===== config.mk =====
export PLATFORM = sky130hd
export DESIGN_NAME = corner_map_reader
export DESIGN_NICKNAME = d
export VERILOG_FILES = /design/src/rtl/corner_map_reader.sv
export SDC_FILE = /design/constraint.sdc
export NUM_CORES = 1
export LEC_CHECK = 0
export CORE_MARGIN = 8
export CORE_UTILIZATION = 35
export CTS_CLUSTER_SIZE = 24
export DETAILED_ROUTE_END_ITERATION = 8
export SETUP_SLACK_MARGIN = 0.05
export SLEW_MARGIN = 20
export SYNTH_ARGS = -nofsm -noshare
export SYNTH_HDL_FRONTEND = slang
export SYNTH_SLANG_ARGS = --single-unit

===== constraint.sdc =====
create_clock -name clk -period 7.3 [get_ports clk]
set_input_delay 0.73 -clock clk [delete_from_list [all_inputs] [get_ports clk]]
set_output_delay 0.73 -clock clk [all_outputs]
set_load 0.02 [all_outputs]

===== src/rtl/corner_map_reader.sv =====
// Raster-scans the FAST corner map in SRAM4 and streams every pixel whose score meets SCORE_MIN
// downstream as an (x, y, score) record through a small credit-protected output FIFO.
module corner_map_reader #(
    parameter int SCORE_MIN  = 1,
    parameter int FIFO_DEPTH = 4,
    parameter int CNT_W      = 16
) (
    input  logic             clk,
    input  logic             n_rst,
    input  logic             start,
    input  logic [8:0]       max_x,
    input  logic [8:0]       max_y,
    input  logic [7:0]       SRAM4_in,
    output logic             read_SRAM4,
    output logic [8:0]       x_addr4,
    output logic [8:0]       y_addr4,
    output logic             corner_valid,
    input  logic             corner_ready,
    output logic [8:0]       corner_x,
    output logic [8:0]       corner_y,
    output logic [7:0]       corner_score,
    output logic             busy,
    output logic             done,
    output logic [CNT_W-1:0] corner_count,
    output logic [1:0]       dbg_state_o
);
    localparam int PW = $clog2(FIFO_DEPTH);
    localparam int CW = $clog2(FIFO_DEPTH + 1);

    typedef enum logic [1:0] {S_IDLE, S_SCAN, S_DRAIN, S_DONE} state_t;

    state_t           state_q;
    logic [8:0]       mx_q, my_q, x_q, y_q, ret_x_q, ret_y_q;
    logic             rd_q, infl_q, busy_q, done_q;
    logic [CNT_W-1:0] cnt_q;
    logic [25:0]      mem_q [FIFO_DEPTH];
    logic [PW-1:0]    wp_q, rp_q;
    logic [CW-1:0]    occ_q;

    logic             push, pop, can_issue, at_last;
    logic [CW:0]      pend;
    logic [8:0]       x_nxt, y_nxt;

    function automatic logic [PW-1:0] ptr_inc(input logic [PW-1:0] p);
        return (p == PW'(FIFO_DEPTH - 1)) ? '0 : p + 1'b1;
    endfunction

    // Credit counts every record that could still land in the FIFO: stored, returning, and requested.
    always_comb begin
        push      = infl_q && (SRAM4_in >= 8'(SCORE_MIN));
        pop       = (occ_q != '0) && corner_ready;
        pend      = (CW+1)'(occ_q) + (CW+1)'(rd_q) + (CW+1)'(infl_q);
        can_issue = pend < (CW+1)'(FIFO_DEPTH);
        at_last   = (x_q == mx_q) && (y_q == my_q);
        x_nxt     = x_q + 9'd1;
        y_nxt     = y_q;
        if (x_q == mx_q) begin
            x_nxt = 9'd0;
            y_nxt = y_q + 9'd1;
        end
    end

    // x_q/y_q always hold the most recently issued address, so at_last means the scan is fully issued.
    always_ff @(posedge clk) begin
        if (!n_rst) begin
            state_q <= S_IDLE;
            mx_q    <= '0;
            my_q    <= '0;
            x_q     <= '0;
            y_q     <= '0;
            ret_x_q <= '0;
            ret_y_q <= '0;
            rd_q    <= 1'b0;
            infl_q  <= 1'b0;
            busy_q  <= 1'b0;
            done_q  <= 1'b0;
            cnt_q   <= '0;
        end else begin
            infl_q  <= rd_q;
            ret_x_q <= x_q;
            ret_y_q <= y_q;
            rd_q    <= 1'b0;
            done_q  <= 1'b0;
            if (push && (cnt_q != '1)) cnt_q <= cnt_q + 1'b1;
            case (state_q)
                S_IDLE: begin
                    if (start) begin
                        mx_q    <= max_x;
                        my_q    <= max_y;
                        x_q     <= '0;
                        y_q     <= '0;
                        cnt_q   <= '0;
                        rd_q    <= 1'b1;
                        busy_q  <= 1'b1;
                        state_q <= S_SCAN;
                    end
                end
                S_SCAN: begin
                    if (at_last) begin
                        state_q <= S_DRAIN;
                    end else if (can_issue) begin
                        rd_q <= 1'b1;
                        x_q  <= x_nxt;
                        y_q  <= y_nxt;
                    end
                end
                S_DRAIN: begin
                    if (!rd_q && !infl_q && (occ_q == '0)) begin
                        busy_q  <= 1'b0;
                        done_q  <= 1'b1;
                        state_q <= S_DONE;
                    end
                end
                default: state_q <= S_IDLE;
            endcase
        end
    end

    always_ff @(posedge clk) begin
        if (!n_rst) begin
            for (int i = 0; i < FIFO_DEPTH; i++) mem_q[i] <= '0;
            wp_q  <= '0;
            rp_q  <= '0;
            occ_q <= '0;
        end else begin
            if (push) begin
                mem_q[wp_q] <= {ret_x_q, ret_y_q, SRAM4_in};
                wp_q        <= ptr_inc(wp_q);
            end
            if (pop) rp_q <= ptr_inc(rp_q);
            case ({push, pop})
                2'b10:   occ_q <= occ_q + 1'b1;
                2'b01:   occ_q <= occ_q - 1'b1;
                default: occ_q <= occ_q;
            endcase
        end
    end

    assign read_SRAM4   = rd_q;
    assign x_addr4      = x_q;
    assign y_addr4      = y_q;
    assign corner_valid = (occ_q != '0);
    assign corner_x     = mem_q[rp_q][25:17];
    assign corner_y     = mem_q[rp_q][16:8];
    assign corner_score = mem_q[rp_q][7:0];
    assign busy         = busy_q;
    assign done         = done_q;
    assign corner_count = cnt_q;
    assign dbg_state_o  = state_q;
endmodule


==> Implementation_results.wiki <==
{| class="wikitable"
! Metric !! Value
|-
| Start-to-end type of the worst setup path || in -> reg
|-
| Antenna-violating nets left || 0
|-
| Net Switching || roughly 0.00083 W
|-
| Worst slew pin tran || ~0.97 ns
|-
| H-tree lvl count || 4
|-
| Worst Skew || about 0.016 ns
|-
| Clock group share of total power || 32.3%
|-
| Half-perimeter wire length of the detailed placement result || about 12,000 um
|-
| Number of enable flip-flop cells after synthesis || ~100
|-
| Reg-to-reg critical path endpoint || mem_q[0][9]$_SDFFCE_PN0P_
|-
| Headroom to the max-slew limit || between 30% and 40%
|-
| Sum of overflow across all layers after global routing || 0
|-
| Number of nets in the layout || around 820
|-
| Area fraction of the dominant cell type after synthesis || roughly two fifths
|-
| Overall Global Routing Usage || 13.0%
|-
| Final estimated routing congestion in global placement || ~0.8
|-
| Ys Warns || 0
|-
| Startpoint of the tightest hold check path || my_q[3]$_SDFFE_PN0P_
|-
| Data required time of the critical path || between 7 and 8 ns
|-
| Number of maximum-capacitance violations || 0
|-
| Wire length of the first global-routing pass || between 20,000 and 30,000 um
|-
| Placeable core region || roughly 0.023 mm^2
|-
| Cell area after technology mapping || around 0.0082 mm^2
|-
| Syn Area/Cell || around 12 um^2
|-
| Post-cts hold buffer count || 0
|-
| Number of antenna cells inserted || 0
|-
| # setup viols final || 0
|-
| Status || finished, final reports clean
|-
| Clock sink count || between 150 and 200
|-
| Die Span X || 169 um
|-
| Biggest area consumer among synthesized cells || edfxtp_1
|-
| Maximum number of pins on one net before global-route repair || 38
|-
| Drt initial violations || between 200 and 300
|-
| Number of buffers added for setup after CTS || 0
|-
| Final hold violation count || 0
|-
| Fillers || between 2,000 and 2,500
|-
| Area growth syn-to-layout || 22.4%
|-
| Initial standard-cell utilization of the core || 35.3%
|-
| Y dimension of the die || between 150 and 200 um
|-
| Final setup TNS || 0 ns
|-
| Flip-flop cell with the highest count after synthesis || edfxtp_1
|-
| Leak Pwr || roughly 3.7 nW
|-
| Final wirelength || between 15,000 and 20,000 um
|-
| Fmax || between 200 and 300 MHz
|-
| Share of final-layout standard cells stronger than drive strength 1 || 9.96%
|-
| Worst min-delay path class || reg -> reg
|-
| Post_cts resized || 0
|-
| Crit path from || n_rst
|-
| Number of storage elements in the synthesis netlist || approximately 190
|-
| Highest fanout seen on the critical path || 37
|-
| Int Pwr || slightly below 0.002 W
|-
| Power Dens Cells || around 280 mW/mm^2
|-
| Setup crit end || mem_q[0][9]$_SDFFCE_PN0P_
|-
| DIE AREA || 0.0286 mm^2
|-
| Total nets after synthesis || around 730
|-
| Count of boundary I/O pins || 96
|-
| Clock transition at the register clock pins on the worst setup and hold paths after CTS || 0.07 ns
|-
| Maximum resistive drop on vdd || roughly 0.16 mV
|-
| TritonCTS clock tree || yes
|-
| Worst Reg2Reg Path Length in Cells || 6
|-
| Number of placement rows || 56
|-
| Footprint of the multi-input gates || around 0.0032 mm^2
|-
| Total count of max-transition violations in the final report || 0
|-
| DP Area || about 0.0095 mm^2
|-
| Ratio of routed vias to standard cells || 4.73
|-
| Remaining DRCs || 0
|-
| Sequential fraction of the synthesis area || 58.8%
|-
| Data arrival time of the critical path || ~3.7 ns
|-
| Final critical path time including I/O delays and setup || 3.55 ns
|-
| Number of buffers added on ports || 95
|-
| Worst skew pair latency || 0.43 ns
|-
| Cell chosen for the clock root || clkbuf_16
|-
| Average wire per standard cell || 16.2 um
|-
| RSZ-0062 raised after global routing || no
|-
| Startpoint of the most critical register-to-register path || infl_q$_SDFF_PN0_
|-
| Via Count || 5,261
|-
| Category of the worst setup path capture point || flip-flop
|-
| Clk buf depth || 2
|-
| Number of antenna violations at the first check in global routing || 0
|-
| Type of element launching the critical path || primary input
|-
| Final cycle utilization of the critical path || between 40% and 50%
|-
| Distinct cell type count of the synthesized netlist || 50
|-
| Final cell count without fillers || about 1,100
|-
| Reg2Reg Setup Slack || about 4.4 ns
|-
| Placed instance count || around 1,100
|-
| Top cells by area in the synthesized netlist || edfxtp_1 (38%), dfxtp_1 (21%), and2_1 (8.5%)
|-
| Asr flop ratio synth || 0%
|-
| Gate count of the mapped netlist || between 600 and 700
|-
| Logic gate share of total power || between 20% and 30%
|-
| CTS buffer count || 17
|-
| Number of global-route vias before repair || roughly 5,400
|-
| Sw frac || approximately 30%
|-
| Sequential share of power || 45.8%
|-
| Initial DRT Pass Iterations || 4
|-
| Post-route cell area || 0.0100 mm^2
|-
| Flip-flop and latch area || just under 0.005 mm^2
|}
[worst max-delay path: stages]
cell and delay, ns:
clkdlybuf4s50_1 0.46, buf_4 0.35, inv_1 0.07, buf_4 0.26
or2_2 0.38, nor3_2 0.11, buf_4 0.29, nand2b_1 0.63
buf_4 0.35
[cell usage in the layout, fill, tap and decap left out, types with 3 or more instances in the layout]
| master | synthesis | layout |
|---|---|---|
| clkinv_4 | 0 | 3 |
| or3_1 | 6 | 6 |
| nand2b_1 | 5 | 5 |
| nand2_1 | 72 | 72 |
| o21ai_0 | 14 | 13 |
| clkbuf_16 | 0 | 17 |
| o22ai_1 | 3 | 3 |
| mux4_2 | 26 | 26 |
| xor2_1 | 24 | 24 |
| nor2_1 | 37 | 37 |
| a31oi_1 | 4 | 4 |
| a21oi_1 | 33 | 33 |
| nand3_1 | 22 | 22 |
| and2_1 | 112 | 112 |
| buf_4 | 1 | 10 |
| clkdlybuf4s50_1 | 0 | 95 |
| dfxtp_1 | 85 | 84 |
| xnor2_1 | 11 | 11 |
| edfxtp_1 | 104 | 104 |
| ha_1 | 11 | 11 |
| and3_1 | 17 | 17 |
| nor3_1 | 4 | 4 |
| o31ai_1 | 3 | 3 |
| nand4_1 | 8 | 8 |
| mux2i_1 | 5 | 5 |
| and4_1 | 3 | 3 |
| inv_6 | 0 | 3 |
| inv_1 | 19 | 19 |
[through the flow]
stage	hold slack [ns]	setup WS [ns]	utilization, %	power [W]
2_1_floorplan	0.448	4.00	-	0.00169
3_3_place_gp	0.454	3.25	40.8	0.00191
3_5_place_dp	0.459	3.24	40.8	0.00191
4_1_cts	0.468	3.69	43.2	0.00281
5_1_grt	0.485	3.53	43.2	0.00291
6_report	0.465	3.75	43.2	0.00277
[worst min path at each step]
stage	end	slack (ns)	cells after the start
6_report	my_q[3]$_SDFFE_PN0P_	0.47	2
4_1_cts	my_q[7]$_SDFFE_PN0P_	0.47	2
3_5_place_dp	my_q[7]$_SDFFE_PN0P_	0.46	2
3_3_place_gp	my_q[4]$_SDFFE_PN0P_	0.45	2
5_1_grt	mx_q[1]$_SDFFE_PN0P_	0.48	2
2_1_floorplan	my_q[0]$_SDFFE_PN0P_	0.45	2
[power groups by stage]
stage               logic [W]  registers (W)  clock network, W
floorplan            0.000421        0.00127                 0
global placement     0.000610        0.00130                 0
detailed placement   0.000615        0.00130                 0
CTS                  0.000618        0.00128          0.000914
global route         0.000669        0.00129          0.000957
finish               0.000607        0.00127          0.000896
[flip-flops by register name, indices dropped and copies added, names as in the netlist, named ones only]
name and count:
rp_q 2, my_q 9, wp_q 2, dbg_state_o 2
done 1, corner_count 16, infl_q 1, ret_y_q 9
read_SRAM4 1, mem_q 104, y_addr4 9, occ_q 3
ret_x_q 9, x_addr4 9, mx_q 9, busy 1
[layout make-up]
type,count,share of cell area (%)
clock buffers,19,4.31
clock inverters,13,1.32
inverters,19,0.710
multi-input cells,448,31.5
flip-flops and latches,189,48.0
well taps,319,3.97
repair buffers,105,10.2
[cells by family (layout without fill, tap and decap cells)]
group	after synthesis	count (layout)	synth area share (%)
AOI/OAI and AO/OA	70	70	5.20
xor gates and xnor gates	35	35	3.73
adders and majority gates	12	12	1.92
buffers and inverters	48	156	2.88
DFF	189	189	58.8
muxes	31	31	7.74
and+or+nand+nor	300	300	19.8
[cell usage after synthesis, drive strengths merged (3+ instances only)]
| library cell | count |
|---|---|
| and2 | 112 |
| edfxtp | 104 |
| dfxtp | 85 |
| nand2 | 72 |
| nor2 | 37 |
| a21oi | 34 |
| mux4 | 26 |
| xor2 | 24 |
| nand3 | 23 |
| inv | 19 |
| and3 | 17 |
| o21ai | 16 |
| clkbuf | 15 |
| buf | 14 |
| ha | 11 |
| xnor2 | 11 |
| nand4 | 8 |
| nor3 | 6 |
| or3 | 6 |
| mux2i | 5 |
| nand2b | 5 |
| a31oi | 4 |
| a211oi | 3 |
| and4 | 3 |
| nor3b | 3 |
| o22ai | 3 |
| o31ai | 3 |
| or4 | 3 |
[metal layers]
layer	GRT usage, %	part of all wire, %
met5	0	0
met3	3.56	5.0
met1	17.1	47
met2	20.7	47
met4	3.92	1.0
Power figures use the tool's default switching activity.
